===== src/rtl/e203_exu_longpwbck_mc_pkg.sv =====
// Shared types and constants for the long-pipe write-back arbiter.
package e203_exu_longpwbck_mc_pkg;

  localparam int WBCK_FLAGS_W = 5;
  localparam int NCH_MAX      = 8;

  // Width-independent slot qualifiers; the wide payload fields follow the top-level parameters.
  typedef struct packed {
    logic rdfpu;
    logic ld;
    logic st;
    logic buserr;
  } slot_qual_t;

endpackage


===== src/rtl/e203_exu_longpwbck_slot.sv =====
// One-entry write-back/exception slot with independently handshaked pending bits.
module e203_exu_longpwbck_slot
  import e203_exu_longpwbck_mc_pkg::*;
#(
  parameter int FLEN    = 32,
  parameter int RFIDX_W = 5,
  parameter int PC_W    = 32,
  parameter int ADDR_W  = 32
) (
  input  logic               clk,
  input  logic               rst,
  input  logic               load,
  input  logic               ld_wb,
  input  logic               ld_ex,
  input  logic [FLEN-1:0]    ld_wdat,
  input  logic [RFIDX_W-1:0] ld_rdidx,
  input  logic [PC_W-1:0]    ld_pc,
  input  logic [ADDR_W-1:0]  ld_badaddr,
  input  slot_qual_t         ld_qual,
  input  logic               wb_ready,
  input  logic               ex_ready,
  output logic               wb_pend,
  output logic               ex_pend,
  output logic               avail,
  output logic [FLEN-1:0]    wdat,
  output logic [RFIDX_W-1:0] rdidx,
  output logic [PC_W-1:0]    pc,
  output logic [ADDR_W-1:0]  badaddr,
  output slot_qual_t         qual
);

  logic               wb_pend_q, wb_pend_d;
  logic               ex_pend_q, ex_pend_d;
  logic [FLEN-1:0]    wdat_q, wdat_d;
  logic [RFIDX_W-1:0] rdidx_q, rdidx_d;
  logic [PC_W-1:0]    pc_q, pc_d;
  logic [ADDR_W-1:0]  badaddr_q, badaddr_d;
  slot_qual_t         qual_q, qual_d;

  // Free or freeing: nothing pending survives this cycle's handshakes.
  assign avail = ~(wb_pend_q & ~wb_ready) & ~(ex_pend_q & ~ex_ready);

  always_comb begin
    wb_pend_d = wb_pend_q & ~wb_ready;
    ex_pend_d = ex_pend_q & ~ex_ready;
    wdat_d    = wdat_q;
    rdidx_d   = rdidx_q;
    pc_d      = pc_q;
    badaddr_d = badaddr_q;
    qual_d    = qual_q;
    if (load) begin
      wb_pend_d = ld_wb;
      ex_pend_d = ld_ex;
      wdat_d    = ld_wdat;
      rdidx_d   = ld_rdidx;
      pc_d      = ld_pc;
      badaddr_d = ld_badaddr;
      qual_d    = ld_qual;
    end
  end

  always_ff @(posedge clk or posedge rst) begin
    if (rst) begin
      wb_pend_q <= 1'b0;
      ex_pend_q <= 1'b0;
      wdat_q    <= '0;
      rdidx_q   <= '0;
      pc_q      <= '0;
      badaddr_q <= '0;
      qual_q    <= '0;
    end else begin
      wb_pend_q <= wb_pend_d;
      ex_pend_q <= ex_pend_d;
      wdat_q    <= wdat_d;
      rdidx_q   <= rdidx_d;
      pc_q      <= pc_d;
      badaddr_q <= badaddr_d;
      qual_q    <= qual_d;
    end
  end

  assign wb_pend = wb_pend_q;
  assign ex_pend = ex_pend_q;
  assign wdat    = wdat_q;
  assign rdidx   = rdidx_q;
  assign pc      = pc_q;
  assign badaddr = badaddr_q;
  assign qual    = qual_q;

endmodule


===== src/rtl/e203_exu_longpwbck_mc.sv =====
// Multi-channel long-pipe write-back arbiter: retires the oldest OITF entry from the
// lowest-index matching channel into a registered slot.
module e203_exu_longpwbck_mc
  import e203_exu_longpwbck_mc_pkg::*;
#(
  parameter int NCH     = 2,
  parameter int XLEN    = 32,
  parameter int FLEN    = 32,
  parameter int ITAG_W  = 1,
  parameter int RFIDX_W = 5,
  parameter int PC_W    = 32,
  parameter int ADDR_W  = 32
) (
  input  logic                    clk,
  input  logic                    rst,
  input  logic [NCH-1:0]          ch_valid_i,
  output logic [NCH-1:0]          ch_ready_o,
  input  logic [NCH*XLEN-1:0]     ch_wdat_i,
  input  logic [NCH*ITAG_W-1:0]   ch_itag_i,
  input  logic [NCH-1:0]          ch_err_i,
  input  logic [NCH-1:0]          ch_buserr_i,
  input  logic [NCH-1:0]          ch_ld_i,
  input  logic [NCH-1:0]          ch_st_i,
  input  logic [NCH*ADDR_W-1:0]   ch_badaddr_i,
  input  logic                    oitf_empty,
  input  logic [ITAG_W-1:0]       oitf_ret_ptr,
  input  logic [RFIDX_W-1:0]      oitf_ret_rdidx,
  input  logic [PC_W-1:0]         oitf_ret_pc,
  input  logic                    oitf_ret_rdwen,
  input  logic                    oitf_ret_rdfpu,
  output logic                    oitf_ret_ena,
  output logic                    longp_wbck_o_valid,
  input  logic                    longp_wbck_o_ready,
  output logic [FLEN-1:0]         longp_wbck_o_wdat,
  output logic [WBCK_FLAGS_W-1:0] longp_wbck_o_flags,
  output logic [RFIDX_W-1:0]      longp_wbck_o_rdidx,
  output logic                    longp_wbck_o_rdfpu,
  output logic                    longp_excp_o_valid,
  input  logic                    longp_excp_o_ready,
  output logic                    longp_excp_o_insterr,
  output logic                    longp_excp_o_ld,
  output logic                    longp_excp_o_st,
  output logic                    longp_excp_o_buserr,
  output logic [ADDR_W-1:0]       longp_excp_o_badaddr,
  output logic [PC_W-1:0]         longp_excp_o_pc,
  output logic                    dup_err_o
);

  logic [NCH-1:0]    match, sel_oh;
  logic              accept, slot_avail;
  logic              sel_err, sel_ld, sel_st, sel_buserr;
  logic [XLEN-1:0]   sel_wdat;
  logic [ADDR_W-1:0] sel_badaddr;
  slot_qual_t        ld_qual, out_qual;
  logic              dup_err_q, dup_err_d;

  for (genvar k = 0; k < NCH; k++) begin : g_match
    assign match[k] = ch_valid_i[k] & ~oitf_empty
                    & (ch_itag_i[k*ITAG_W +: ITAG_W] == oitf_ret_ptr);
  end

  // Isolate the lowest set bit: channel 0 wins tag collisions.
  assign sel_oh = match & (~match + NCH'(1));

  always_comb begin
    sel_err     = 1'b0;
    sel_ld      = 1'b0;
    sel_st      = 1'b0;
    sel_buserr  = 1'b0;
    sel_wdat    = '0;
    sel_badaddr = '0;
    for (int k = 0; k < NCH; k++) begin
      if (sel_oh[k]) begin
        sel_err     = ch_err_i[k];
        sel_ld      = ch_ld_i[k];
        sel_st      = ch_st_i[k];
        sel_buserr  = ch_buserr_i[k];
        sel_wdat    = ch_wdat_i[k*XLEN +: XLEN];
        sel_badaddr = ch_badaddr_i[k*ADDR_W +: ADDR_W];
      end
    end
  end

  assign accept       = (|match) & slot_avail;
  assign oitf_ret_ena = accept;
  assign ch_ready_o   = sel_oh & {NCH{accept}};

  always_comb begin
    ld_qual        = '0;
    ld_qual.rdfpu  = oitf_ret_rdfpu;
    ld_qual.ld     = sel_ld & sel_err;
    ld_qual.st     = sel_st & sel_err;
    ld_qual.buserr = sel_buserr & sel_err;
  end

  e203_exu_longpwbck_slot #(
    .FLEN(FLEN), .RFIDX_W(RFIDX_W), .PC_W(PC_W), .ADDR_W(ADDR_W)
  ) u_slot (
    .clk        (clk),
    .rst        (rst),
    .load       (accept),
    .ld_wb      (oitf_ret_rdwen & ~sel_err),
    .ld_ex      (sel_err),
    .ld_wdat    (FLEN'(sel_wdat)),
    .ld_rdidx   (oitf_ret_rdidx),
    .ld_pc      (oitf_ret_pc),
    .ld_badaddr (sel_err ? sel_badaddr : '0),
    .ld_qual    (ld_qual),
    .wb_ready   (longp_wbck_o_ready),
    .ex_ready   (longp_excp_o_ready),
    .wb_pend    (longp_wbck_o_valid),
    .ex_pend    (longp_excp_o_valid),
    .avail      (slot_avail),
    .wdat       (longp_wbck_o_wdat),
    .rdidx      (longp_wbck_o_rdidx),
    .pc         (longp_excp_o_pc),
    .badaddr    (longp_excp_o_badaddr),
    .qual       (out_qual)
  );

  assign dup_err_d = dup_err_q | ($countones(match) > 1);

  always_ff @(posedge clk or posedge rst) begin
    if (rst) dup_err_q <= 1'b0;
    else     dup_err_q <= dup_err_d;
  end

  assign dup_err_o            = dup_err_q;
  assign longp_wbck_o_flags   = '0;
  assign longp_wbck_o_rdfpu   = out_qual.rdfpu;
  assign longp_excp_o_insterr = 1'b0;
  assign longp_excp_o_ld      = out_qual.ld;
  assign longp_excp_o_st      = out_qual.st;
  assign longp_excp_o_buserr  = out_qual.buserr;

endmodule

===== config.mk =====
export PLATFORM = sky130hd
export DESIGN_NAME = e203_exu_longpwbck_mc
export DESIGN_NICKNAME = d
export VERILOG_FILES = /design/src/rtl/e203_exu_longpwbck_mc_pkg.sv /design/src/rtl/e203_exu_longpwbck_slot.sv /design/src/rtl/e203_exu_longpwbck_mc.sv
export SDC_FILE = /design/constraint.sdc
export NUM_CORES = 1
export LEC_CHECK = 0
export ABC_AREA = 1
export CAP_MARGIN = 20
export CORE_ASPECT_RATIO = 2
export CORE_MARGIN = 2
export CORE_UTILIZATION = 39
export DETAILED_ROUTE_END_ITERATION = 10
export GPL_ROUTABILITY_DRIVEN = 0
export MAX_ROUTING_LAYER = met4
export PLACE_DENSITY = 0.82
export SYNTH_ARGS = -nofsm -noshare
export SYNTH_HDL_FRONTEND = slang
export SYNTH_SLANG_ARGS = --single-unit

===== constraint.sdc =====
create_clock -name clk -period 5.5 [get_ports clk]
set_input_delay 1.65 -clock clk [delete_from_list [all_inputs] [get_ports clk]]
set_output_delay 1.65 -clock clk [all_outputs]
set_load 0.02 [all_outputs]

==> After elaboration in Yosys (flattened, before gate mapping) <==
Index checks and enable logic that the tools add are counted.
{ "classes": {"bitwise_logic": 22, "reduce_logical": 1, "muxes": 15, "n_lt_le_gt_ge": 1, "n_eq_ne": 2, "n_addsub": 2} }
{ "ops": {"columns": ["cell", "count"], "rows": [
  ["$mux W32", 5],
  ["$and A1 B1 Y1", 12],
  ["$mux W1", 10],
  ["$not A1 Y1", 6],
  ["$and A2 B2 Y2", 2],
  ["$add A1 B1 Y2", 1],
  ["$add A2 B1 Y2 const B", 1],
  ["$eq A1 B1 Y1", 2],
  ["$gt A2 B1 Y1 const B", 1],
  ["$not A2 Y2", 1],
  ["$reduce_or A2 Y1", 1],
  ["$or A1 B1 Y1", 1]
]} }
{ "word_totals": {"inputBits": 185, "wordCells": 54, "register_bits": 108} }

==> Depth between registers and ports, before layout <==
{ "logic_depth": {"depth_word": 11, "depth_mapped": 10, "mapped_depth_nobuf": 8} }

==> Hierarchy <==
A second synthesis with hierarchy kept.
{ "unflattened": {"cells_unflattened": 795, "hier_area_um2": 5676.7} }
{ "by_module_without_submodules": {"columns": ["mod", "n_inst", "cells_per_inst", "area_each_um2"], "rows": [
  ["e203_exu_longpwbck_slot", 1, 459, 4068.9],
  ["e203_exu_longpwbck_mc", 1, 336, 1607.8]
]} }

==> Worst setup path after synthesis <==
No wires, ideal clock.
{ "synth_path": {"path_type": "in2out", "from": "input port ch_itag_i[0]", "to": "output port ch_ready_o[1]", "path_stages": 6, "slack_ns": 1.247, "path_buffers": 1, "t_arrival_ns": 2.603, "path_cell_list": "inv_1 nand2_1 nand3_2 inv_2 clkbuf_1 nor3_1"} }
{ "synth_between": {"elab_chain_cells": 6, "elab_cells_between_ends": 8} }
{ "synth_lines": {"columns": ["item", "line", "rtl"], "rows": [
  ["start, declared", "e203_exu_longpwbck_mc.sv:19", "input logic [NCH*ITAG_W-1:0] ch_itag_i,"],
  ["$eq A1 B1 Y1 (*)", "e203_exu_longpwbck_mc.sv:59", "& (ch_itag_i[k*ITAG_W +: ITAG_W] == oitf_ret_ptr);"],
  ["$and A1 B1 Y1 (*)", "e203_exu_longpwbck_mc.sv:59", null],
  ["$not A2 Y2", "e203_exu_longpwbck_mc.sv:63", "assign sel_oh = match & (~match + NCH'(1));"],
  ["$add A2 B1 Y2", "e203_exu_longpwbck_mc.sv:63", null],
  ["$and A2 B2 Y2", "e203_exu_longpwbck_mc.sv:63", null],
  ["$and A2 B2 Y2 (*)", "e203_exu_longpwbck_mc.sv:86", "assign ch_ready_o = sel_oh & {NCH{accept}};"],
  ["end, declared", "e203_exu_longpwbck_mc.sv:17", "output logic [NCH-1:0] ch_ready_o,"]
]} }
Every way passes the cells marked *; elsewhere a longest branch is shown, timed or not.

==> Worst setup path in the final report <==
{ "layout_path": {"from": "input port oitf_ret_ptr", "to": "output port oitf_ret_ena"} }
{ "layout_between": {"elab_chain_cells": 4, "elab_cells_between_ends": 6} }
{ "layout_lines": {"columns": ["item", "line", "rtl"], "rows": [
  ["start, declared", "e203_exu_longpwbck_mc.sv:26", "input logic [ITAG_W-1:0] oitf_ret_ptr,"],
  ["$eq A1 B1 Y1", "e203_exu_longpwbck_mc.sv:59", null],
  ["$and A1 B1 Y1", "e203_exu_longpwbck_mc.sv:59", null],
  ["$reduce_or A2 Y1 (*)", "e203_exu_longpwbck_mc.sv:84", "assign accept = (|match) & slot_avail;"],
  ["$and A1 B1 Y1 (*)", "e203_exu_longpwbck_mc.sv:84", null],
  ["end, declared", "e203_exu_longpwbck_mc.sv:31", "output logic oitf_ret_ena,"]
]} }
Marked as above.

==> flow_metrics.py <==
metrics = {
    "run_status": {
        "status": "finished, final reports clean",
    },
    "timing": {
        "finalCriticalPeriod_ns": 5.05,
        "hold_slack_ns": 0.482,
        "setup_viol": 0,
        "fin_crit_sh_pct": 91.8,
        "skew_ns": 0.00993,
        "relSlewSlack_pct": 27.8,
        "rsz0062_at_grt": "no",
        "worst_pin_slew_ns": 1.08,
        "slew_viol_final": 0,
        "timing.setup.tns_ns": 0,
        "max_freq_mhz": 198,
        "timing.final.hold_violations": 0,
    },
    "finish": {
        "syn_to_final_growth_pct": 63.0,
        "drive_gt1_share_pct": 3.44,
        "antenna_cells": 0,
        "nets": 1168,
    },
    "worst_setup_path": {
        "slowest_stage": "clkdlybuf4s50_1",
        "critPathBufInv": 4,
        "slowest_delay_ns": 0.68,
        "cp.depth": 8,
        "cp-start-kind": "input pin",
        "critPathKind": "in -> out",
        "path_common_cell": "clkdlybuf4s50_1",
        "worst-r2r-cell-count": 7,
        "required_ns": 3.85,
        "end_kind": "output pin",
        "critPathArrivalTime_ns": 3.40,
        "cp_top_family": "buffers and inverters",
        "crit_chain": "clkdlybuf4s50_1 > inv_2 > nand2_1 > nand3_2 > nand2_2 > nand2_4 > clkinv_2 > clkdlybuf4s50_1",
        "path_max_fanout": 7,
    },
    "die": {
        "io_pins": 302,
        "dieWidth_um": 85.9,
        "die_area_um2": 14400,
        "coreArea_um2": 13100,
        "start_util_pct": 40.1,
        "chipHeight_um": 168,
        "core.rowCount": 59,
    },
    "global_routing": {
        "use_met2_pct": 41.9,
        "grtUsageTotal_pct": 26.0,
        "gr-usage-met1_pct": 30.5,
        "busiest_layer": "met2",
        "grtUsageMet3_pct": 4.51,
        "grt_pass1_vias": 5387,
        "grt_start_max_net_pins": 107,
        "grt_overflow": 0,
        "antenna_found_initial": 0,
        "grt_pass1_wl_um": 28300,
    },
    "logic_synthesis": {
        "ys.warnings.count": 0,
        "postSynthAreaPerCell_um2": 7.33,
        "synth_edf_count": 0,
        "synthCells": 714,
        "yosysTopAreaCell": "dfrtp_1",
        "ys.flop_type": "dfrtp_1",
        "async_reset_ff_share_pct": 100,
        "yosysUniqueCellTypes": 17,
        "synth_top_area_share_pct": 51.6,
        "synth_area_leaders": "dfrtp_1 52%, nand2_1 30%, nand3_1 10%",
        "ys_seq_area_share_pct": 51.6,
        "synth_seq_cells": 108,
        "syn_area_um2": 5240,
        "ys_top_cells_by_count": "425 x nand2_1, 108 x dfrtp_1, 105 x nand3_1, 26 x buf_2",
        "synth_most_common_cell": "nand2_1",
    },
    "pwr": {
        "internal_power_uw": 1620,
        "seqPwrFrac_pct": 40.3,
        "p_sw_uw": 738,
        "swShare_pct": 31.3,
        "ir_drop_mv": 0.168,
        "p_total_uw": 2360,
        "p_comb_share_pct": 31.1,
        "leakagePower_uw": 0.00433,
        "clkPwrFrac_pct": 28.6,
        "p_per_area_nw_per_um2": 277,
    },
    "drt": {
        "drc": 0,
        "wirelength_um": 18400,
        "dr.pass1.iters": 4,
        "vias": 5555,
        "via_per_inst": 4.88,
        "ant_nets": 0,
        "initialDrtViolationCount": 270,
        "wl_per_cell_um": 16.1,
    },
    "cts": {
        "clk_pin_slew_ns": 0.08,
        "clkSinkCount": 108,
        "cts_tree": "yes",
        "cts_buffers": 9,
        "cts_resized": 0,
        "post_cts_buffers": 0,
        "cts_buffer_depth": 2,
        "clk_latency_ns": 0.34,
        "cts_root_buf": "clkbuf_16",
        "cts_hold_buf": 0,
        "htreeDepth": 3,
    },
    "placed_design": {
        "dp_hpwl_um": 12800,
        "portBuffers": 295,
    },
    "job": {
        "cap_violations": 0,
    },
    "min_path": {
        "hold_depth": 2,
        "hp-class": "reg -> reg",
    },
}
==> power by group through the flow <==
stage / Combinational (µW) / Sequential [µW] / Clock [µW]
finish: 733 / 952 / 675
detailed placement: 734 / 962 / 0
global placement: 726 / 962 / 0
CTS: 735 / 951 / 691
global route: 787 / 962 / 725
floorplan: 202 / 1090 / 0
==> path summary, 6_finish.rpt <==
path | slack [ns] | endpoint | startpoint
worst max-delay path | 0.45 | oitf_ret_ena | oitf_ret_ptr
worst min-delay path | 0.48 | u_slot.badaddr[22] | u_slot.badaddr[22]
worst max register to register | 3.62 | u_slot.badaddr[0] | u_slot.ex_pend
worst min register to register | 0.48 | u_slot.badaddr[22] | u_slot.badaddr[22]
max in group asynchronous | 3.08 | u_slot.badaddr[0] | rst
min in group asynchronous | 1.58 | u_slot.pc[1] | rst
==> metal layers <==
layer  up-vias  share of wire [%]
met4         0                5.1
met5         -                  0
met1      2550                 37
met3        52                6.0
met2       219                 52
li1       2734                  -
==> cells by family (layout without fill, tap and decap cells) <==
kind of cell / after synthesis / in the layout / synth area share [%]
AO/OA/AOI/OAI: 2 / 2 / 0.239
buffers and inverters: 64 / 332 / 6.57
flip-flops: 108 / 108 / 51.6
other: 1 / 6 / 0.0716
AND/OR/NAND/NOR: 539 / 539 / 41.5
==> cell type report <==
type                    count  area [µm²]
fillers                  1119        4530
inverters                  12        48.8
flip-flops and latches    108        2700
repair buffers            305        3070
well taps                 152         190
clock inverters             5        67.6
multi-input cells         547        2220
clock buffers              10         239
==> state kept, by name, indices dropped and copies added, names as in the netlist <==
signal          flops
u_slot.rdidx        5
u_slot.wb_pend      1
u_slot.wdat        32
u_slot.ex_pend      1
u_slot.badaddr     32
u_slot.pc          32
u_slot.qual         4
dup_err_o           1
==> tightest hold or removal path, stage by stage (launching register included) <==
cell and delay (ns):
dfrtp_1 0.35, nand2_1 0.05, nand2_1 0.05
==> cells in the final DEF (no fill, tap or decap) <==
cell type	n
inv_8	1
clkinv_2	1
inv_1	8
nor2_4	1
nand3_2	1
conb_1	6
bufinv_16	1
inv_4	1
buf_16	2
inv_2	2
nand2_1	425
clkinv_4	1
clkbuf_16	9
o21bai_1	1
nand2_2	2
o21ai_0	1
dfrtp_1	108
buf_4	8
nor2_1	3
inv_6	2
nor3_1	1
clkdlybuf4s50_1	295
nand3_1	105
clkbuf_8	1
nand2_4	1
==> metrics by stage <==
stage | utilization [%] | worst slack (ns) | instance area (µm²) | std cells
finish | 65.3 | 0.449 | 8530 | 1139
global route | 65.3 | 0.335 | 8530 | 1139
CTS | 64.9 | 0.424 | 8480 | 1137
detailed placement | 62.5 | 0.429 | 8170 | 1122
global placement | 62.5 | 0.455 | 8170 | 1122
floorplan | - | 1.00 | 5250 | 719
Power figures use the tool's default switching activity.
